<file path="src/rtl/i2c_seq_pkg.sv">
// Shared types and constants for the I2C command sequencer.
// No logic; widths and field offsets of a queued command entry.
// Not applicable (no flow control here).
package i2c_seq_pkg;

    localparam int ADDR_W        = 7;
    localparam int DATA_W        = 16;
    localparam int CMD_W         = 1 + ADDR_W + DATA_W;
    localparam int CMD_WDATA_LSB = 0;
    localparam int CMD_ADDR_LSB  = CMD_WDATA_LSB + DATA_W;
    localparam int CMD_RNW_BIT   = CMD_ADDR_LSB + ADDR_W;

    typedef enum logic [1:0] {
        ST_IDLE   = 2'd0,
        ST_LAUNCH = 2'd1,
        ST_XFER   = 2'd2,
        ST_RESP   = 2'd3
    } seq_state_t;

endpackage

</file>
<file path="src/rtl/i2c_cmd_fifo.sv">
// Synchronous command FIFO, DEPTH entries, combinational head read.
// Write visible at dout one cycle after push; pop takes effect at the edge.
// full is registered-state based; push while full and pop while empty are dropped.
module i2c_cmd_fifo #(
    parameter int DEPTH = 4,
    parameter int WIDTH = 24,
    localparam int PTR_W = $clog2(DEPTH),
    localparam int LVL_W = PTR_W + 1
) (
    input  logic             CLK,
    input  logic             RESET,
    input  logic             push,
    input  logic             pop,
    input  logic [WIDTH-1:0] din,
    output logic [WIDTH-1:0] dout,
    output logic             full,
    output logic             empty,
    output logic [LVL_W-1:0] level
);

    logic [WIDTH-1:0] mem [DEPTH];
    logic [PTR_W-1:0] wr_ptr;
    logic [PTR_W-1:0] rd_ptr;
    logic             do_push;
    logic             do_pop;

    assign full    = (level == LVL_W'(DEPTH));
    assign empty   = (level == '0);
    assign do_push = push && !full;
    assign do_pop  = pop && !empty;
    assign dout    = mem[rd_ptr];

    // Storage array; contents need no reset because level gates every read.
    always_ff @(posedge CLK) begin
        if (do_push) begin
            mem[wr_ptr] <= din;
        end
    end

    // Pointers wrap naturally at DEPTH (power of two); level tracks occupancy.
    always_ff @(posedge CLK or negedge RESET) begin
        if (!RESET) begin
            wr_ptr <= '0;
            rd_ptr <= '0;
            level  <= '0;
        end else begin
            if (do_push) begin
                wr_ptr <= wr_ptr + PTR_W'(1);
            end
            if (do_pop) begin
                rd_ptr <= rd_ptr + PTR_W'(1);
            end
            case ({do_push, do_pop})
                2'b10:   level <= level + LVL_W'(1);
                2'b01:   level <= level - LVL_W'(1);
                default: level <= level;
            endcase
        end
    end

endmodule

</file>
<file path="src/rtl/i2c_cmd_sequencer.sv">
// Queues host I2C commands and launches them one at a time to the master, one response each.
// Push to START_STB: 2 edges when idle; STOP detect to RSP_VALID: 1 cycle; RESP to next START_STB: 2 cycles.
// CMD_READY = FIFO not full; responses are a one-cycle strobe with no backpressure.
module i2c_cmd_sequencer
    import i2c_seq_pkg::*;
#(
    parameter int DEPTH       = 4,
    parameter int TIMEOUT_CYC = 2048,
    parameter int CNT_W       = 12,
    localparam int LVL_W      = $clog2(DEPTH) + 1
) (
    input  logic              CLK,
    input  logic              RESET,
    input  logic              CMD_VALID,
    output logic              CMD_READY,
    input  logic              CMD_RNW,
    input  logic [ADDR_W-1:0] CMD_ADDR,
    input  logic [DATA_W-1:0] CMD_WDATA,
    output logic              RSP_VALID,
    output logic              RSP_RNW,
    output logic [DATA_W-1:0] RSP_RDATA,
    output logic              RSP_TIMEOUT,
    output logic              BUSY,
    output logic [LVL_W-1:0]  LEVEL,
    output logic              START_STB,
    output logic              RNW,
    output logic [ADDR_W-1:0] I2C_ADDR,
    output logic [DATA_W-1:0] WR_DATA,
    input  logic [DATA_W-1:0] RD_DATA,
    input  logic              SCL,
    input  logic              SDA
);

    seq_state_t        state, state_nxt;
    logic [CMD_W-1:0]  fifo_din;
    logic [CMD_W-1:0]  fifo_dout;
    logic              fifo_full;
    logic              fifo_empty;
    logic              pop;
    logic              scl_q;
    logic              sda_q;
    logic              start_det;
    logic              stop_det;
    logic [CNT_W-1:0]  timer;
    logic              timer_exp;
    logic              rsp_load;
    logic              rsp_tmo_nxt;
    logic              start_stb_c;
    logic              busy_c;
    logic              rsp_vld_c;

    assign fifo_din  = {CMD_RNW, CMD_ADDR, CMD_WDATA};
    assign CMD_READY = !fifo_full;

    i2c_cmd_fifo #(
        .DEPTH (DEPTH),
        .WIDTH (CMD_W)
    ) u_fifo (
        .CLK   (CLK),
        .RESET (RESET),
        .push  (CMD_VALID),
        .pop   (pop),
        .din   (fifo_din),
        .dout  (fifo_dout),
        .full  (fifo_full),
        .empty (fifo_empty),
        .level (LEVEL)
    );

    // Bus history: one-cycle delayed SCL/SDA, reset to the idle-high bus.
    always_ff @(posedge CLK or negedge RESET) begin
        if (!RESET) begin
            scl_q <= 1'b1;
            sda_q <= 1'b1;
        end else begin
            scl_q <= SCL;
            sda_q <= SDA;
        end
    end

    // SDA edges only count while SCL is high on both samples.
    assign start_det = sda_q && !SDA && scl_q && SCL;
    assign stop_det  = !sda_q && SDA && scl_q && SCL;
    assign timer_exp = (timer == CNT_W'(TIMEOUT_CYC - 1));

    // State register.
    always_ff @(posedge CLK or negedge RESET) begin
        if (!RESET) begin
            state <= ST_IDLE;
        end else begin
            state <= state_nxt;
        end
    end

    // Next-state and strobe decode; STOP in LAUNCH and START in XFER fall through unused.
    always_comb begin
        state_nxt   = state;
        pop         = 1'b0;
        start_stb_c = 1'b0;
        busy_c      = 1'b0;
        rsp_vld_c   = 1'b0;
        rsp_load    = 1'b0;
        rsp_tmo_nxt = 1'b0;
        case (state)
            ST_IDLE: begin
                if (!fifo_empty) begin
                    pop       = 1'b1;
                    state_nxt = ST_LAUNCH;
                end
            end
            ST_LAUNCH: begin
                start_stb_c = 1'b1;
                busy_c      = 1'b1;
                if (start_det) begin
                    state_nxt = ST_XFER;
                end else if (timer_exp) begin
                    state_nxt   = ST_RESP;
                    rsp_load    = 1'b1;
                    rsp_tmo_nxt = 1'b1;
                end
            end
            ST_XFER: begin
                busy_c = 1'b1;
                if (stop_det) begin
                    state_nxt = ST_RESP;
                    rsp_load  = 1'b1;
                end else if (timer_exp) begin
                    state_nxt   = ST_RESP;
                    rsp_load    = 1'b1;
                    rsp_tmo_nxt = 1'b1;
                end
            end
            ST_RESP: begin
                rsp_vld_c = 1'b1;
                state_nxt = ST_IDLE;
            end
            default: begin
                state_nxt = ST_IDLE;
            end
        endcase
    end

    assign START_STB = start_stb_c;
    assign BUSY      = busy_c;
    assign RSP_VALID = rsp_vld_c;

    // Timeout counter: cleared on the pop into LAUNCH, saturates at all-ones.
    always_ff @(posedge CLK or negedge RESET) begin
        if (!RESET) begin
            timer <= '0;
        end else if (pop) begin
            timer <= '0;
        end else if ((state == ST_LAUNCH || state == ST_XFER) && (timer != '1)) begin
            timer <= timer + CNT_W'(1);
        end
    end

    // Master-facing command registers; held stable until the next pop.
    always_ff @(posedge CLK or negedge RESET) begin
        if (!RESET) begin
            RNW      <= 1'b0;
            I2C_ADDR <= '0;
            WR_DATA  <= '0;
        end else if (pop) begin
            RNW      <= fifo_dout[CMD_RNW_BIT];
            I2C_ADDR <= fifo_dout[CMD_ADDR_LSB +: ADDR_W];
            WR_DATA  <= fifo_dout[CMD_WDATA_LSB +: DATA_W];
        end
    end

    // Response fields latched on entry to RESP and held until the next response.
    always_ff @(posedge CLK or negedge RESET) begin
        if (!RESET) begin
            RSP_RNW     <= 1'b0;
            RSP_RDATA   <= '0;
            RSP_TIMEOUT <= 1'b0;
        end else if (rsp_load) begin
            RSP_RNW     <= RNW;
            RSP_TIMEOUT <= rsp_tmo_nxt;
            RSP_RDATA   <= (RNW && !rsp_tmo_nxt) ? RD_DATA : '0;
        end
    end

endmodule
</file>
<file path="config.mk">
export PLATFORM = sky130hd
export DESIGN_NAME = i2c_cmd_sequencer
export DESIGN_NICKNAME = d
export VERILOG_FILES = /design/src/rtl/i2c_seq_pkg.sv /design/src/rtl/i2c_cmd_fifo.sv /design/src/rtl/i2c_cmd_sequencer.sv
export SDC_FILE = /design/constraint.sdc
export NUM_CORES = 1
export LEC_CHECK = 0
export BUFFER_PORTS_ARGS = -buffer_cell sky130_fd_sc_hd__buf_2
export CORE_MARGIN = 2
export CORE_UTILIZATION = 61
export DETAILED_ROUTE_END_ITERATION = 8
export GPL_TIMING_DRIVEN = 0
export PLACE_DENSITY_LB_ADDON = 0.08
export SYNTH_ARGS = -nofsm -noshare
export SYNTH_HDL_FRONTEND = slang
export SYNTH_SLANG_ARGS = --single-unit
</file>
<file path="constraint.sdc">
create_clock -name CLK -period 5.3 [get_ports CLK]
set_clock_uncertainty 0.2 [all_clocks]
set_input_delay 0 -clock CLK [delete_from_list [all_inputs] [get_ports CLK]]
set_output_delay 0 -clock CLK [all_outputs]
set_load 0.01 [all_outputs]
</file>
### Word-level counts from Yosys, hierarchy flattened

Memories as Yosys holds them, arrays and structs flattened. A register that Yosys moved wholly into a read port is not among the register bits.
Index checks and enable logic that the tools add are counted.

| operators by class | value |
|---|---|
| $add $sub $neg | 5 |
| eq/ne operators | 9 |
| mux-type cells | 22 |
| reduce and logical (&&, ||, !) cells | 22 |

Operators by type and width:

| operator | number |
|---|---|
| 12-bit 2-to-1 mux | 2 |
| 16-bit 2-to-1 mux | 1 |
| 12-bit by 1-bit adder with 12-bit output, second input constant | 1 |
| 12-bit by 11-bit equality test with 1-bit output, second input constant | 1 |
| 12-bit != test, second input constant | 1 |
| 1-bit 2-to-1 mux | 11 |
| 1-bit logical AND | 10 |
| 2-bit 2-to-1 mux | 4 |
| 2-bit one-hot mux with 4 select lines | 1 |
| 2-bit equality test, second input constant | 3 |
| 1-bit zero test | 6 |
| 3-bit one-hot mux with 2 select lines | 1 |
| 2-bit by 1-bit adder with 2-bit output, second input constant | 2 |
| 2-bit by 1-bit equality test with 1-bit output, second input constant | 2 |
| 1-bit one-hot mux with 2 select lines | 2 |
| 2-bit nonzero test | 2 |
| 3-bit by 1-bit adder with 3-bit output, second input constant | 1 |
| 3-bit equality test, second input constant | 1 |
| 3-bit zero test | 1 |
| 3-bit by 1-bit subtractor with 3-bit output, second input constant | 1 |
| 2-bit zero test | 1 |
| 2-bit != test, second input constant | 1 |
| 2-bit OR reduction | 1 |
| 1-bit logical OR | 1 |

| word-level totals | value |
|---|---|
| flip-flop bits (word level) | 41 |
| bits in writable memories | 96 |
| input port bits | 45 |
| output and inout port bits | 49 |
| logic and storage cells | 69 |
| memories | 1 |

Memory list:

| name | words | bits a word | rd ports | clocked after Yosys merged registers in | wr ports | line | source |
|---|---|---|---|---|---|---|---|
| u_fifo.mem | 4 | 24 | 1 | 1 | 1 | i2c_cmd_fifo.sv:21 | `logic [WIDTH-1:0] mem [DEPTH];` |

### Longest topological paths before layout

| logic depth | value |
|---|---|
| depth in word-level cells | 9 |
| gate-level depth with buffers | 11 |
| depth with buffers taken out | 10 |

### By module

From an unflattened synthesis, not the netlist that was laid out.

| unflattened totals | value |
|---|---|
| cells, all modules | 358 |
| area total of the unflattened synthesis | 6488.7 um2 |

Modules (own cells, without submodules):

| module | instances | cells an instance | area an instance (um2) | sequential area each (um2) |
|---|---|---|---|---|
| i2c_cmd_fifo | 1 | 163 | 3933.8 | 3057.9 |
| i2c_cmd_sequencer | 1 | 195 | 2555.0 | 1453.9 |

### Worst setup path after synthesis

Ideal clock, no wire load.

| timing | value |
|---|---|
| path type | register to register |
| start point | register state[1] |
| end point | register u_fifo.level[2] |
| setup time | 0.079 ns |
| arrival | 2.213 ns |
| required time | 5.021 ns |
| setup slack | 2.808 ns |
| cell stages (with the launch flop) | 12 |
| path buffers | 1 |
| clock period less this slack | 2.492 ns |
| path through | dfrtp_1 > inv_1 > ha_1 > o31ai_2 > clkinv_1 > clkbuf_1 > ha_1 > inv_1 > fa_1 > xor2_1 > nor2_1 > xor2_1 |

| on the way | value |
|---|---|
| word-level cells in the longest chain between the ends | 5 |
| elaborated cells between the ends (all ways) | 7 |

Ends and longest elaborated chain:

| what | line | source |
|---|---|---|
| start: declaration | i2c_cmd_sequencer.sv:34 | `seq_state_t state, state_nxt;` |
| start signal: assignment | i2c_cmd_sequencer.sv:91 | `state <= state_nxt;` |
| 2-bit zero test * | i2c_cmd_sequencer.sv:104 | `case (state)` |
| 1-bit 2-to-1 mux * | i2c_cmd_sequencer.sv:104 |  |
| 1-bit logical AND * | i2c_cmd_fifo.sv:30 | `assign do_pop = pop && !empty;` |
| named net u_fifo.do_pop | i2c_cmd_fifo.sv:25 | `logic do_pop;` |
| 2-bit by 1-bit equality test with 1-bit output / 2-bit equality test (equally long branches) | i2c_cmd_fifo.sv:53 | `case ({do_push, do_pop})` |
| 3-bit one-hot mux with 2 select lines / 2-bit nonzero test (equally long branches) | - |  |
| end signal: assignment | i2c_cmd_fifo.sv:54 | `2'b10: level <= level + LVL_W'(1);` |
| end signal: assignment | i2c_cmd_fifo.sv:55 | `2'b01: level <= level - LVL_W'(1);` |
| end signal: assignment | i2c_cmd_fifo.sv:56 | `default: level <= level;` |
| end: declaration | i2c_cmd_fifo.sv:18 | `output logic [LVL_W-1:0] level` |

The timed path passes the listed nets; every way through them passes the cells marked *.
A chain may end at the register's enable or synchronous reset.

### Worst setup path after layout

Same ends and word-level chain as after synthesis.

==> results.sh <==
export IMPL_gp_congestion=0.785
export IMPL_htreeDepth=4
export IMPL_viasPerCell=5.57
export IMPL_antenna_found_initial=0
export IMPL_drtAntennaViolNets=0
export IMPL_clock_path_buffers=2
export IMPL_ff2ff_setup_slack_ns=2.37
export IMPL_rsz0062_at_grt="no"
export IMPL_synth_main_ff_cell="edfxtp_1"
export IMPL_hold_violations=0
export IMPL_slew_viol_final=0
export IMPL_io_buffers=93
export IMPL_post_route_cells_drive_above_1_share_pct=26.0
export IMPL_dpl_hpwl_um=8060
export IMPL_setup_tns_final_ns=0
export IMPL_synthesis_nets=522
export IMPL_rows=38
export IMPL_ys_seq_area_share_pct=67.3
export IMPL_wire_per_inst_um=17.8
export IMPL_grt_start_max_net_pins=64
export IMPL_finalNetCount=700
export IMPL_firstDrtPassIters=5
export IMPL_finalCritPeriodShare_pct=55.3
export IMPL_die_area_mm2=0.0118
export IMPL_crit_type="reg -> reg"
export IMPL_synth_cell_area_mm2=0.00670
export IMPL_yosysUniqueCellTypes=58
export IMPL_yosysWarnings=0
export IMPL_power_leakage_nw=3.60
export IMPL_start_kind="flip-flop"
export IMPL_cp_max_fo=10
export IMPL_num_vias=4427
export IMPL_worstPathArrival_ns=3.19
export IMPL_root_buffer="clkbuf_8"
export IMPL_drt_iter0_markers=278
export IMPL_core_area_mm2=0.0108
export IMPL_outcome="finished, final reports clean"
export IMPL_tightest_slew_ns=1.37
export IMPL_ir_worst_vdd_uv=370
export IMPL_routed_wl_um=14200
export IMPL_max_slew_margin_pct=8.48
export IMPL_final_common_cell="nand2_1"
export IMPL_cts_sinks=161
export IMPL_post_dp_cell_area_mm2=0.00734
export IMPL_start_util_pct=62.1
export IMPL_syn_inst=464
export IMPL_diodes=0
export IMPL_maxCapViolCount=0
export IMPL_grt_pass1_wl_um=22600
export IMPL_syn_to_final_growth_pct=28.1
export IMPL_syn_avg_cell_area_um2=14.4
export IMPL_clk_pin_slew_ns=0.07
export IMPL_yosys_area_top_type_share_pct=43.0
export IMPL_synth_async_reset_ratio_pct=40.4
export IMPL_powerDensity_mw_per_mm2=504
export IMPL_grt_usage_pct=26.2
export IMPL_fin_crit_ns=2.93
export IMPL_setup_viol=0
export IMPL_drc_errors=0
export IMPL_overflow=0
export IMPL_numCtsBuffers=17
export IMPL_fillers=636
export IMPL_synth_seq_cells=161
export IMPL_ys_top_cells_by_area="edfxtp_1 (43%), dfrtp_1 (24%), mux4_2 (8.1%)"
export IMPL_cts_tree="built"
export IMPL_min_path_type="in -> reg"
export IMPL_clkLatencyLatePin_ns=0.54
export IMPL_die_w_um=109
export IMPL_required_ns=5.56
export IMPL_die_y_um=109
export IMPL_crit_path_end_kind="flip-flop"
export IMPL_grt_pass1_vias=4618
export IMPL_yosysTopAreaCell="edfxtp_1"
export IMPL_synth_edf_count=96
export IMPL_max_freq_ghz=0.342
export IMPL_postLayoutCellArea_mm2=0.00858
export IMPL_ioPinCount=94
export IMPL_most_common_layout_cells="nand2_1 (101), buf_2 (97), edfxtp_1 (96)"
==> flip-flops by register name (all words and copies together), names as in the netlist <==
name,count
I2C_ADDR,7
RNW,1
RSP_RDATA,16
RSP_RNW,1
RSP_TIMEOUT,1
WR_DATA,16
scl_q,1
sda_q,1
state,2
timer,12
u_fifo.level,3
u_fifo.mem,96
u_fifo.rd_ptr,2
u_fifo.wr_ptr,2
==> metrics by stage <==
stage,std cells,utilization (%),total power [mW],hold WS (ns),setup slack (ns)
after global placement,697,68.0,3.08,-0.0797,2.45
after CTS,795,79.5,4.34,0.00198,2.35
after detailed placement,697,68.0,3.14,-0.0757,2.37
after global routing,795,79.5,4.58,0.00560,2.15
final,795,79.5,4.32,0.0166,2.37
after floorplan,464,-,2.70,-0.496,2.81
==> power by group <==
part / total [mW] / leakage, nW / switching [mW] / internal (mW)
registers: 1.78 / 1.63 / 0.135 / 1.65
clock network: 1.16 / 0.262 / 0.490 / 0.670
logic: 1.38 / 1.71 / 0.802 / 0.578
total: 4.32 / 3.60 / 1.43 / 2.90
==> critical path: stages (launching register included) <==
cell and delay [ns]:
dfrtp_1 0.42, inv_1 0.15, ha_1 0.20, o31ai_2 0.12
clkinv_1 0.19, clkbuf_1 0.42, ha_1 0.27, inv_1 0.06
fa_1 0.37, xor2_1 0.15, nor2_1 0.11, xor2_1 0.17
==> cell usage after synthesis, drive strengths merged, types with 5 or more instances <==
cell type,number
mux4,24
a21oi,7
nand2,101
nand2b,19
nor2,10
inv,26
nand4,5
ha,12
xnor2,6
o221ai,16
dfrtp,63
edfxtp,96
clkbuf,9
and3,6
buf,10
==> layout make-up <==
type / instances / area (um2) / share of cell area [%]
buffer: 19 / 96.3 / 1.12
clock buffer: 19 / 422 / 4.91
multi-input combinational: 257 / 1990 / 23.2
sequential: 161 / 4510 / 52.6
timing repair buffer: 159 / 1150 / 13.4
inverter: 27 / 101 / 1.18
clock inverter: 13 / 139 / 1.62
tap: 140 / 175 / 2.04
==> logic make-up (layout without fill, tap and decap cells) <==
kind of cell | after synthesis | count (layout) | synth area share [%]
flip-flops | 161 | 161 | 67.3
AND/OR/NAND/NOR | 159 | 159 | 11.3
AO/OA/AOI/OAI | 49 | 49 | 6.22
buffers and inverters | 46 | 237 | 2.95
multiplexers | 26 | 26 | 8.38
adder cells (fa/ha/maj) | 13 | 13 | 2.54
XOR/XNOR | 10 | 10 | 1.31
==> path summary, 6_finish.rpt <==
path,startpoint,to,depth (start not counted)
worst min register to register,WR_DATA[8]$_DFFE_PN0N_,WR_DATA[8]$_DFFE_PN0N_,2
worst min-delay path,CMD_WDATA[2],u_fifo.mem[3][2]$_DFFE_PP_,2
max in group asynchronous,RESET,WR_DATA[6]$_DFFE_PN0N_,4
min in group asynchronous,RESET,scl_q$_DFF_PN1_,3
worst max register to register,state[1]$_DFFE_PN0P_,u_fifo.level[2]$_DFFE_PN0P_,11
worst max-delay path,state[1]$_DFFE_PN0P_,u_fifo.level[2]$_DFFE_PN0P_,11
==> metal layers <==
layer / GRT usage (%) / wire, um / vias to the layer above
li1: - / - / 2058
met1: 31.5 / 5660 / 2175
met2: 43.9 / 7260 / 161
met3: 7.35 / 926 / 33
met4: 12.4 / 327 / 0
met5: 0 / 0 / -
==> repair_timing <==
action	in CTS	in global routing
resized for setup	0	0
buffers inserted	0	0
hold endpoints to repair	187	0
hold buffers	66	0
Note: power is estimated with default switching activity, not from simulation.
